==> src/rtl/sram_arb_pkg.sv <==
// rtl/sram_arb_pkg.sv - shared types and widths for the two-port SRAM request arbiter
//
// Contents:
//   ADDR_W / DATA_W : controller address and data widths
//   state_e         : arbiter FSM states
//   grant_e         : which port owns the current transaction
//   other_port()    : the port that is not the given one (alternating priority)

package sram_arb_pkg;

    localparam int ADDR_W = 25;
    localparam int DATA_W = 8;

    typedef enum logic [1:0] {
        IDLE,
        ISSUE,
        SETTLE,
        GAP
    } state_e;

    typedef enum logic {
        CPU,
        VID
    } grant_e;

    function automatic grant_e other_port(input grant_e g);
        return (g == CPU) ? VID : CPU;
    endfunction

endpackage

==> src/rtl/sram_arb_sync.sv <==
// rtl/sram_arb_sync.sv - 2-flop synchronizer with rising-edge detect
//
// Ports:
//   clk_i   : destination clock
//   rst_ni  : asynchronous active-low reset
//   d_i     : asynchronous level input
//   rise_o  : one-cycle pulse when the synchronized level goes 0 -> 1

module sram_arb_sync (
    input  logic clk_i,
    input  logic rst_ni,
    input  logic d_i,
    output logic rise_o
);

    // [0],[1] are the synchronizer stages, [2] holds the previous
    // synchronized level for the edge compare.
    logic [2:0] sync_q;

    always_ff @(posedge clk_i or negedge rst_ni) begin
        if (!rst_ni) begin
            sync_q <= '0;
        end else begin
            sync_q <= {sync_q[1:0], d_i};
        end
    end

    assign rise_o = sync_q[1] & ~sync_q[2];

endmodule

==> src/rtl/sram_arbiter.sv <==
// rtl/sram_arbiter.sv - merges a wait-stated CPU port and a req/ack video read port onto one SRAM controller
//
// Ports:
//   clk_sdram, init_n            : controller clock, asynchronous active-low reset
//   cpu_addr/din/rd/we           : CPU request (levels, asynchronous to clk_sdram)
//   cpu_dout, cpu_wait           : CPU read data and wait, data valid when cpu_wait falls
//   vid_addr, vid_req            : video/DMA read request (synchronous), held until vid_ack
//   vid_dout, vid_ack            : video read data with a one-cycle completion pulse
//   mem_addr/din/rd/we           : to controller, strobes held REQ_HOLD cycles per issue
//   mem_dout, mem_wait           : from controller

module sram_arbiter
    import sram_arb_pkg::*;
#(
    parameter int REQ_HOLD   = 4,
    parameter int MIN_SETTLE = 14,
    parameter int GAP_CYCLES = 2,
    parameter int CNT_W      = 5
) (
    input  logic              clk_sdram,
    input  logic              init_n,

    input  logic [ADDR_W-1:0] cpu_addr,
    input  logic [DATA_W-1:0] cpu_din,
    input  logic              cpu_rd,
    input  logic              cpu_we,
    output logic [DATA_W-1:0] cpu_dout,
    output logic              cpu_wait,

    input  logic [ADDR_W-1:0] vid_addr,
    input  logic              vid_req,
    output logic [DATA_W-1:0] vid_dout,
    output logic              vid_ack,

    output logic [ADDR_W-1:0] mem_addr,
    output logic [DATA_W-1:0] mem_din,
    output logic              mem_rd,
    output logic              mem_we,
    input  logic [DATA_W-1:0] mem_dout,
    input  logic              mem_wait
);

    localparam logic [CNT_W-1:0] HOLD_LAST   = CNT_W'(REQ_HOLD - 1);
    localparam logic [CNT_W-1:0] SETTLE_LAST = CNT_W'(MIN_SETTLE - 1);
    localparam logic [CNT_W-1:0] GAP_LAST    = CNT_W'(GAP_CYCLES - 1);
    localparam logic [CNT_W-1:0] CNT_MAX     = '1;
    localparam logic [CNT_W-1:0] CNT_ONE     = CNT_W'(1);

    state_e              state_q;
    grant_e              grant_q;
    grant_e              last_grant_q;
    logic [CNT_W-1:0]    cnt_q;

    logic                cpu_pend_q;
    logic                cpu_wait_q;
    logic [ADDR_W-1:0]   cpu_addr_q;
    logic [DATA_W-1:0]   cpu_din_q;
    logic                cpu_we_q;
    logic [DATA_W-1:0]   cpu_dout_q;

    logic                vid_done_q;
    logic [DATA_W-1:0]   vid_dout_q;
    logic                vid_ack_q;

    logic [ADDR_W-1:0]   mem_addr_q;
    logic [DATA_W-1:0]   mem_din_q;
    logic                mem_rd_q;
    logic                mem_we_q;

    logic                cpu_rise;
    logic                vid_pend;
    logic                gnt_valid_d;
    grant_e              gnt_port_d;
    logic                settle_done;

    sram_arb_sync u_cpu_sync (
        .clk_i  (clk_sdram),
        .rst_ni (init_n),
        .d_i    (cpu_rd | cpu_we),
        .rise_o (cpu_rise)
    );

    // A held vid_req stays masked once acked until the requester drops it,
    // so one request is never serviced twice.
    assign vid_pend = vid_req & ~vid_done_q;

    // Completion needs both the minimum controller latency and mem_wait low;
    // mem_wait may never rise at all (e.g. repeated same-address reads).
    assign settle_done = (cnt_q >= SETTLE_LAST) && !mem_wait;

    always_comb begin
        gnt_valid_d = 1'b0;
        gnt_port_d  = last_grant_q;
        if (cpu_pend_q && vid_pend) begin
            gnt_valid_d = 1'b1;
            gnt_port_d  = other_port(last_grant_q);
        end else if (cpu_pend_q) begin
            gnt_valid_d = 1'b1;
            gnt_port_d  = CPU;
        end else if (vid_pend) begin
            gnt_valid_d = 1'b1;
            gnt_port_d  = VID;
        end
    end

    always_ff @(posedge clk_sdram or negedge init_n) begin
        if (!init_n) begin
            state_q      <= IDLE;
            grant_q      <= VID;
            last_grant_q <= VID;
            cnt_q        <= '0;
            cpu_pend_q   <= 1'b0;
            cpu_wait_q   <= 1'b0;
            cpu_addr_q   <= '0;
            cpu_din_q    <= '0;
            cpu_we_q     <= 1'b0;
            cpu_dout_q   <= '0;
            vid_done_q   <= 1'b0;
            vid_dout_q   <= '0;
            vid_ack_q    <= 1'b0;
            mem_addr_q   <= '0;
            mem_din_q    <= '0;
            mem_rd_q     <= 1'b0;
            mem_we_q     <= 1'b0;
        end else begin
            vid_ack_q <= 1'b0;

            if (!vid_req) begin
                vid_done_q <= 1'b0;
            end

            // New CPU request; edges arriving while one is pending are dropped.
            if (cpu_rise && !cpu_pend_q) begin
                cpu_pend_q <= 1'b1;
                cpu_wait_q <= 1'b1;
                cpu_addr_q <= cpu_addr;
                cpu_din_q  <= cpu_din;
                cpu_we_q   <= cpu_we;
            end

            case (state_q)
                IDLE: begin
                    if (gnt_valid_d) begin
                        grant_q      <= gnt_port_d;
                        last_grant_q <= gnt_port_d;
                        cnt_q        <= '0;
                        state_q      <= ISSUE;
                        if (gnt_port_d == CPU) begin
                            mem_addr_q <= cpu_addr_q;
                            mem_din_q  <= cpu_din_q;
                            mem_we_q   <= cpu_we_q;
                            mem_rd_q   <= ~cpu_we_q;
                        end else begin
                            mem_addr_q <= vid_addr;
                            mem_din_q  <= '0;
                            mem_we_q   <= 1'b0;
                            mem_rd_q   <= 1'b1;
                        end
                    end
                end

                ISSUE: begin
                    cnt_q <= cnt_q + CNT_ONE;
                    if (cnt_q == HOLD_LAST) begin
                        mem_rd_q <= 1'b0;
                        mem_we_q <= 1'b0;
                        state_q  <= SETTLE;
                    end
                end

                SETTLE: begin
                    if (cnt_q != CNT_MAX) begin
                        cnt_q <= cnt_q + CNT_ONE;
                    end
                    if (settle_done) begin
                        // Writes also land here: the controller echoes write data.
                        if (grant_q == CPU) begin
                            cpu_dout_q <= mem_dout;
                            cpu_pend_q <= 1'b0;
                            cpu_wait_q <= 1'b0;
                        end else begin
                            vid_dout_q <= mem_dout;
                            vid_ack_q  <= 1'b1;
                            vid_done_q <= 1'b1;
                        end
                        cnt_q   <= '0;
                        state_q <= GAP;
                    end
                end

                GAP: begin
                    cnt_q <= cnt_q + CNT_ONE;
                    if (cnt_q == GAP_LAST) begin
                        state_q <= IDLE;
                    end
                end

                default: begin
                    state_q <= IDLE;
                end
            endcase
        end
    end

    assign cpu_dout = cpu_dout_q;
    assign cpu_wait = cpu_wait_q;
    assign vid_dout = vid_dout_q;
    assign vid_ack  = vid_ack_q;
    assign mem_addr = mem_addr_q;
    assign mem_din  = mem_din_q;
    assign mem_rd   = mem_rd_q;
    assign mem_we   = mem_we_q;

endmodule

==> config.mk <==
export PLATFORM = sky130hd
export DESIGN_NAME = sram_arbiter
export DESIGN_NICKNAME = d
export VERILOG_FILES = /design/src/rtl/sram_arb_pkg.sv /design/src/rtl/sram_arb_sync.sv /design/src/rtl/sram_arbiter.sv
export SDC_FILE = /design/constraint.sdc
export NUM_CORES = 1
export LEC_CHECK = 0
export CORE_UTILIZATION = 40
export CTS_CLUSTER_DIAMETER = 150
export DETAILED_ROUTE_END_ITERATION = 7
export GPL_ROUTABILITY_DRIVEN = 0
export PLACE_DENSITY = 0.7
export SLEW_MARGIN = 20
export SYNTH_ARGS = -nofsm -noshare
export SYNTH_HDL_FRONTEND = slang
export SYNTH_HIERARCHICAL = 1
export SYNTH_SLANG_ARGS = --single-unit
==> constraint.sdc <==
create_clock -name clk_sdram -period 2.7 [get_ports clk_sdram]
set_input_delay 0.27 -clock clk_sdram [delete_from_list [all_inputs] [get_ports clk_sdram]]
set_output_delay 0.27 -clock clk_sdram [all_outputs]
set_load 0.1 [all_outputs]
==> summary.md <==
| Metric | Value |
|---|---|
| Die area | `10960 um2` |
| CP bufs+invs | `1` |
| Clock slew at reported path FFs | `90 ps` |
| Most Crowded Layer GR | `met2` |
| Outcome | `finished clean` |
| Commonest non-fill, non-tap cell in the layout | `dfrtp_1` |
| Worst Tran Pin Value | `590.0 ps` |
| Clock buffer count from CTS | `9` |
| Crit-path max FO | `10` |
| H-tree depth | `3` |
| Peak supply drop | `0.0008440 V` |
| Seq/Total Area, Yosys | `59.38%` |
| Vias per inst | `4.980` |
| Data required time of the worst path | `2940 ps` |
| Syn nets | `400` |
| Final cell count without fillers | `586` |
| M1 GR Usage | `22.54%` |
| Num rows | `37` |
| Longest Clk Path Bufs | `2` |
| Layout fillers | `894` |
| Top FF cell, synth | `dfrtp_1` |
| Crit end category | `flip-flop` |
| Critical path's largest stage delay | `560 ps` |
| CTS Sinks | `100` |
| Worst min path class | `flip-flop to flip-flop` |
| Total grt overflow | `0` |
| Post-synth EDFFs | `0` |
| Initial antenna violation count | `0` |
| Routing usage on met2 | `27.58%` |
| DRC Markers | `0` |
| Die extent in x | `104.7 um` |
| DR iter-0 viols | `88` |
| Crit-path cells | `inv_1 > ha_1 > o311ai_1 > nand2_1 > nand4b_2 > mux2_2` |
| Initial DRT Pass Iterations | `4` |
| Hold Slack | `353.2 ps` |
| Final setup fails | `0` |
| Static leakage | `2.773 nW` |
| Unrepaired setup endpoints after global routing | `no` |
| Commonest cells after routing, fill and taps aside | `99 x dfrtp_1, 70 x clkdlybuf4s50_1, 57 x buf_4` |
| Post-Place Worst Slack | `475.8 ps` |
| Critical path class | `flip-flop to flip-flop` |
| Startpoint types | `flip-flop` |
| Total power | `6.675 mW` |
| Setup Buffers After CTS | `0` |
| M3 GR Usage | `4.367%` |
| Initial Utilization | `41.03%` |
| Syn Inst Count | `320` |
| Clock latency on the worst-skew pair | `360 ps` |
| Final Hold Vio Count | `0` |
| Fin nets | `526` |
| PwrDens | `1156 nW/um2` |
| Worst-path cell with the longest stage delay | `o311ai_1` |
| Placed Instances | `570` |
| Root Buffer | `clkbuf_8` |
| Core Area | `10280 um2` |
| First-pass GRT wire length | `14830 um` |
| Largest net degree at the start of global routing | `62` |
| Number of global-route vias before repair | `3028` |
| Via count | `2918` |
| Syn_area_per_cell | `13.18 um2` |
| P&R area growth vs syn | `36.91%` |
| Number of distinct library cells after synthesis | `38` |
| Final core utilization | `56.17%` |
| Delay-heaviest family, CP | `compound AO/OA/AOI/OAI gates` |
| Port-buffer cells | `124` |
| WL final | `8950 um` |
| Hpwl dp | `6421 um` |
| GRT Total Usage | `17.09%` |
| Worst setup margin | `478.0 ps` |
| Final setup TNS | `0 ps` |
| FMAX | `450.0 MHz` |
| Yosys warns | `6` |
| Chip Height | `104.7 um` |
| ANT nets after route | `0` |
| Tmin final | `2222 ps` |
| WP data arrival | `2460 ps` |
| WL per Instance | `15.27 um` |
| Cell area after layout | `5773 um2` |
| Placed cell areas | `5518 um2` |
| TritonCTS clock tree | `yes` |
| Max Slew Vio Count | `0` |
| Clk_skew | `17.88 ps` |
| Synth Register Bits | `100` |
| Max-slew headroom | `60.05%` |
| Period Utilization, post-route | `82.30%` |
| # diodes | `0` |
| Max-Cap Viols | `0` |
| IO Count | `125` |
| Cell Area, Synth | `4217 um2` |
| Asr flop ratio synth | `100.0%` |
| Share of post-route cells with drive strength above 1 | `30.44%` |
[registers in the layout (all words and copies together), names as in the netlist]
name	count
cpu_we_q	1
mem_din	8
mem_rd	1
cnt_q	5
cpu_addr_q	25
cpu_wait	1
last_grant_q	1
vid_dout	8
vid_ack	1
mem_addr	25
u_cpu_sync/sync_q	3
mem_we	1
cpu_dout	8
vid_done_q	1
cpu_din_q	8
state_q	2
cpu_pend_q	1
[layout make-up]
cell class / instances / area [um2] / area share, %
Clock inverter: 5 / 107.6 / 1.864
Multi-Input combinational cell: 194 / 1634 / 28.31
Timing Repair Buffer: 130 / 1179 / 20.42
Inverter: 11 / 41.29 / 0.7152
Clock buffer: 10 / 137.6 / 2.384
Tap cell: 136 / 170.2 / 2.948
Sequential cell: 100 / 2504 / 43.37
[metal layers]
| metal | part of all wire (%) | up-vias |
|---|---|---|
| met1 | 45 | 1424 |
| met2 | 48 | 87 |
| met3 | 5.3 | 15 |
| li1 | - | 1392 |
| met4 | 1.4 | 0 |
| met5 | 0 | - |
[report_power, final]
group	internal (mW)	switching, mW
clock	0.641	0.504
sequential	1.87	0.237
combinational	0.894	2.53
total	3.41	3.27
[kinds of logic after synthesis]
group	after synthesis	share of synthesized area (%)
adder cells (fa/ha/maj)	8	2.374
AND/OR/NAND/NOR	50	6.083
flip-flops	100	59.38
buffers and inverters	26	2.611
AO/OA/AOI/OAI	58	9.436
multiplexers	78	20.12
[Yosys cell counts, drive strengths merged, types with 2 or more instances]
master / number / area share (%)
a22o: 9 / 1.9
and3: 2 / 0.30
buf: 9 / 1.1
clkbuf: 6 / 0.53
dfrtp: 99 / 59
ha: 8 / 2.4
inv: 11 / 0.98
mux2: 51 / 14
mux2i: 27 / 6.4
nand2: 29 / 2.6
nand2b: 3 / 0.45
nand3: 3 / 0.47
nor2: 4 / 0.36
nor2b: 4 / 0.77
o2111ai: 5 / 1.2
o21a: 2 / 0.36
o21ai: 31 / 3.7
o22ai: 2 / 0.30
o311ai: 2 / 0.42
or2: 2 / 0.30
[final timing paths]
path | startpoint | endpoint | slack [ps] | cells after the start
min in group asynchronous | init_n | cpu_dout[5] | 430 | 2
max reg2reg | cnt_q[1] | vid_dout[2] | 480 | 6
min reg2reg | u_cpu_sync/sync_q[0] | u_cpu_sync/sync_q[1] | 350 | 0
max in group asynchronous | init_n | last_grant_q | 1540 | 3
min | u_cpu_sync/sync_q[0] | u_cpu_sync/sync_q[1] | 350 | 0
max | cnt_q[1] | vid_dout[2] | 480 | 6
[timing repair]
| action | in CTS | in global routing |
|---|---|---|
| resized for setup | 0 | 0 |
| endpoints found under the hold margin | 39 | 0 |
| hold buffers | 1 | 0 |
No activity file was read; power rests on OpenSTA's default activity.
